===== config.mk =====
export PLATFORM = sky130hd
export DESIGN_NAME = pwm_multi_channel
export DESIGN_NICKNAME = d
export VERILOG_FILES = /design/src/rtl/pwm_multi_channel.sv
export SDC_FILE = /design/constraint.sdc
export NUM_CORES = 1
export LEC_CHECK = 0
export BUFFER_PORTS_ARGS = -buffer_cell sky130_fd_sc_hd__clkbuf_2
export CORE_MARGIN = 1
export CORE_UTILIZATION = 30
export CTS_BUF_LIST = sky130_fd_sc_hd__clkbuf_4 sky130_fd_sc_hd__clkbuf_8
export DETAILED_ROUTE_END_ITERATION = 10
export GPL_ROUTABILITY_DRIVEN = 0
export HOLD_SLACK_MARGIN = 0.06
export PLACE_DENSITY = 0.57
export SLEW_MARGIN = 25
export SYNTH_ARGS = -nofsm -noshare
export SYNTH_HDL_FRONTEND = slang
export SYNTH_SLANG_ARGS = --single-unit

===== constraint.sdc =====
create_clock -name clk -period 5.3 [get_ports clk]
set_input_delay 1.06 -clock clk [delete_from_list [all_inputs] [get_ports clk]]
set_output_delay 1.06 -clock clk [all_outputs]
set_load 0.1 [all_outputs]

===== src/rtl/pwm_multi_channel.sv =====
// N-channel PWM generator: shared prescaler and edge- or center-aligned period counter,
// with per-channel compare outputs whose configuration is shadowed until each period boundary.
module pwm_multi_channel #(
    parameter int unsigned NUM_CH = 4,
    parameter int unsigned CNT_W  = 16,
    parameter int unsigned PSC_W  = 8
) (
    input  logic                    clk,
    input  logic                    resetn,
    input  logic                    run,
    input  logic                    mode,
    input  logic [PSC_W-1:0]        prescale,
    input  logic [CNT_W-1:0]        period,
    input  logic [NUM_CH*CNT_W-1:0] duty,
    input  logic [NUM_CH-1:0]       ch_en,
    input  logic [NUM_CH-1:0]       polarity,
    output logic [NUM_CH-1:0]       pwm_out,
    output logic                    period_end,
    output logic [CNT_W-1:0]        count
);

    typedef enum logic {
        DIR_UP,
        DIR_DOWN
    } dir_e;

    logic [PSC_W-1:0]        psc_q, psc_d;
    logic [CNT_W-1:0]        cnt_q, cnt_d;
    dir_e                    dir_q, dir_d;
    logic [NUM_CH-1:0]       pwm_q, pwm_d;
    logic                    pe_q;

    logic [PSC_W-1:0]        psc_act_q;
    logic [CNT_W-1:0]        per_act_q;
    logic                    mode_act_q;
    logic [NUM_CH*CNT_W-1:0] duty_act_q;
    logic [NUM_CH-1:0]       en_act_q;
    logic [NUM_CH-1:0]       pol_act_q;

    logic                    tick;
    logic                    boundary;
    logic                    load_shadow;

    always_comb begin
        tick     = run && (psc_q == psc_act_q);
        psc_d    = (!run || tick) ? '0 : psc_q + 1'b1;
        cnt_d    = cnt_q;
        dir_d    = dir_q;
        boundary = 1'b0;

        if (!run) begin
            cnt_d = '0;
            dir_d = DIR_UP;
        end else if (tick) begin
            if (!mode_act_q) begin
                dir_d = DIR_UP;
                if (cnt_q >= per_act_q) begin
                    cnt_d    = '0;
                    boundary = 1'b1;
                end else begin
                    cnt_d = cnt_q + 1'b1;
                end
            end else if (per_act_q == '0) begin
                cnt_d    = '0;
                dir_d    = DIR_UP;
                boundary = 1'b1;
            end else begin
                case (dir_q)
                    DIR_UP: begin
                        if (cnt_q >= per_act_q) begin
                            // With P=1 the down leg is empty: turning at P lands directly on the boundary.
                            if (per_act_q == CNT_W'(1)) begin
                                cnt_d    = '0;
                                boundary = 1'b1;
                            end else begin
                                cnt_d = per_act_q - 1'b1;
                                dir_d = DIR_DOWN;
                            end
                        end else begin
                            cnt_d = cnt_q + 1'b1;
                        end
                    end
                    DIR_DOWN: begin
                        if (cnt_q <= CNT_W'(1)) begin
                            cnt_d    = '0;
                            dir_d    = DIR_UP;
                            boundary = 1'b1;
                        end else begin
                            cnt_d = cnt_q - 1'b1;
                        end
                    end
                    default: begin
                        cnt_d = '0;
                        dir_d = DIR_UP;
                    end
                endcase
            end
        end

        load_shadow = !run || boundary;

        // Compare uses the pre-edge count and shadows, giving one clock of output latency.
        pwm_d = '0;
        for (int unsigned i = 0; i < NUM_CH; i++) begin
            pwm_d[i] = (run && en_act_q[i] && (cnt_q < duty_act_q[i*CNT_W +: CNT_W])) ^ pol_act_q[i];
        end
    end

    always_ff @(posedge clk or negedge resetn) begin
        if (!resetn) begin
            psc_q      <= '0;
            cnt_q      <= '0;
            dir_q      <= DIR_UP;
            pwm_q      <= '0;
            pe_q       <= 1'b0;
            psc_act_q  <= '0;
            per_act_q  <= '0;
            mode_act_q <= 1'b0;
            duty_act_q <= '0;
            en_act_q   <= '0;
            pol_act_q  <= '0;
        end else begin
            psc_q <= psc_d;
            cnt_q <= cnt_d;
            dir_q <= dir_d;
            pwm_q <= pwm_d;
            pe_q  <= boundary;
            if (load_shadow) begin
                psc_act_q  <= prescale;
                per_act_q  <= period;
                mode_act_q <= mode;
                duty_act_q <= duty;
                en_act_q   <= ch_en;
                pol_act_q  <= polarity;
            end
        end
    end

    assign pwm_out    = pwm_q;
    assign period_end = pe_q;
    assign count      = cnt_q;

endmodule

==> qor.yml <==
status:
  status: "complete, no violations"
layout:
  layout_commonest_cell: "dfrtp_1"
  utilization: 0.354
  nets: 1081
  drive_gt1_frac: 0.296
  antenna_cells: 0
  area_delta_synth_final_pct: 16.1
  layout_common_cells: "dfrtp_1 (127), clkbuf_2 (119), inv_1 (86), ha_1 (83), mux2_2 (68)"
hold_path:
  worstHoldStart: "pol_act_q[3]"
  hp-class: "reg2reg"
  min_to: "pwm_out[3]"
  min_path_cells: 1
setup_path:
  cp_max_fo: 97
  crit_required_ps: 5640
  r2r_start: "count[1]"
  cp-end-kind: "flop"
  worstSetupStartpointType: "flop"
  crit_arrival_ps: 4090
  reg2reg_depth: 10
  crit_type: "reg2reg"
  rrSetupSlack_ps: 1550
  worstReg2RegEnd: "per_act_q[14]"
route:
  dr.pass1.iters: 5
  vias_per_cell: 5.04
  vias: 6316
  post_drt_wl_per_cell_um: 17.6
  ant_nets: 0
  drc: 0
  drt-total-wl_mm: 22.0
  first_iter_violations: 353
clocking:
  cts_hold_buffers: 0
  worstSkewPairLatency_ps: 460
  root_buffer: "clkbuf_8"
  clk_path_buf_depth: 2
  cts_buffers: 17
  ctsResizeCount: 0
  postCtsSetupBuffers: 0
  clk_pin_slew_ps: 80
  htreeDepth: 4
  cts_num_sinks: 127
  cts_tree: "done"
synthesis:
  seq_area_frac_synth: 0.386
  syn_nets: 965
  synth_top_family_by_area: "multiplexers"
  synth_top_cell_by_area: "dfrtp_1"
  ys_seq_elements: 127
  synth_edf_count: 0
  synthMuxAreaShare: 0.148
  ys_warn_count: 0
  yosys.area.top_type_share: 0.386
  synth_cell_types: 58
  synth_compound_area_frac: 0.122
  yosys.area_share.adder: 0.126
  yosys.area_share.simple: 0.111
  synthCells: 782
  synth_area_leaders: "dfrtp_1 (39%), ha_1 (13%), mux2_2 (9.3%), mux2_4 (5.5%), inv_1 (3.9%)"
  yosys.area_share.xor_xnor: 0.0468
  syn-cell-area_um2: 8230
  avgSynthCellArea_um2: 10.5
  synth_ff_type: "dfrtp_1"
  async_flop_share: 1.00
floorplanning:
  ioPinCount: 121
  rows: 60
  die_y_um: 168
  die_w_um: 168
  start_util: 0.305
  coreArea_um2: 27000
  dieArea_um2: 28100
sta:
  slew_headroom: 0.292
  setup_violations: 0
  period_needed_ps: 3750
  rsz0062_at_grt: "false"
  setup_tns_ps: 0
  slew_violations: 0
  fmax_mhz: 266
  min_period_over_period: 0.708
  hold_viol_final: 0
  fin_skew_ps: 18.3
  tightest_slew_ps: 1060
global_routing:
  grt_pass1_vias: 6362
  globalRouteTotalUtil: 0.161
  grt_max_degree: 98
  grt_pass1_wl_mm: 35.1
  grt_overflow: 0
  antenna_found_initial: 0
power_and_ir_drop:
  p_per_area_nw_per_um2: 243
  report.power.total_mw: 2.33
  ir_drop_mv: 0.122
  p_leak_nw: 4.89
placed_design:
  portBuffers: 120
  dp_hpwl_mm: 15.6
run:
  maxCapViolations: 0
[worst max path at each step]
stage	to	slack, ps	start
floorplan	duty_act_q[37]	1750	count[0]
global placement	duty_act_q[9]	1630	count[1]
detailed placement	duty_act_q[13]	1610	count[1]
CTS	duty_act_q[13]	1610	count[0]
global route	duty_act_q[13]	1380	count[1]
finish	per_act_q[14]	1550	count[1]
[logic make-up (layout without fill, tap and decap cells)]
group / count (synthesis) / after routing
simple gates: 165 / 165
compound gates: 147 / 147
flops: 127 / 127
buf+inv: 118 / 247
mux: 98 / 98
fa+ha+maj: 83 / 83
xor+xnor: 44 / 44
[state kept, by name, summed over array words and instances, names as in the netlist]
signal	cells
count	16
dir_q	1
duty_act_q	64
en_act_q	4
mode_act_q	1
per_act_q	16
period_end	1
pol_act_q	4
psc_act_q	8
psc_q	8
pwm_out	4
[cell type report]
type | count | area [um^2]
tap | 341 | 427
timing repair buffer | 129 | 683
sequential | 127 | 3180
multi-input combinational | 537 | 4560
clock inverter | 12 | 110
clock buffer | 20 | 269
fill | 2724 | 17400
inverter | 86 | 323
[synthesized netlist by cell type, types with 3 or more instances]
cell	n
dfrtp_1	127
inv_1	86
ha_1	83
mux2_2	68
a21oi_1	37
nand2_1	34
xnor2_1	33
mux2_4	30
nor2_1	30
a21o_1	25
nand3_1	22
clkbuf_1	19
and3_1	17
nand4_1	16
o21ai_0	16
xor2_1	11
a211oi_1	10
o31ai_1	9
buf_2	8
nor3b_1	8
nand2b_1	7
a31oi_1	6
o22ai_1	6
buf_6	5
o32ai_1	5
or3_1	5
a22o_1	4
nor4_1	4
o211ai_1	4
o2bb2ai_1	4
or4_1	4
a311oi_1	3
nor2b_1	3
nor3_1	3
[power by group]
group / total, mW / leakage (nW) / switching, mW / internal, mW
sequential: 1.11 / 1.54 / 0.0638 / 1.05
combinational: 0.385 / 3.17 / 0.203 / 0.181
clock: 0.827 / 0.185 / 0.425 / 0.403
total: 2.33 / 4.89 / 0.692 / 1.63
[through the flow]
step                hold WS [ps]  cells  setup slack [ps]  instance area (um^2)
floorplan                    441    782              1750                  8230
global placement             454   1220              1630                  9170
detailed placement           454   1220              1610                  9170
CTS                          466   1252              1610                  9550
global route                 486   1252              1380                  9550
finish                       465   1252              1550                  9550
[worst max-delay path, stage by stage (launching register included)]
cell,delay [ps]
dfrtp_1,770
inv_1,200
ha_1,290
nor2_1,130
nor4bb_1,70
a32oi_1,750
nor2_1,110
a21oi_2,170
o31a_2,170
buf_12,380
mux2_2,400
[layer usage]
layer  vias to the layer above  track usage  wire [um]
met2                       195        0.260      10400
li1                       3021            -          -
met4                         0       0.0487        267
met1                      3075        0.215      10200
met3                        25       0.0357       1180
met5                         -            0          0
(Power assumes the default switching activity.)
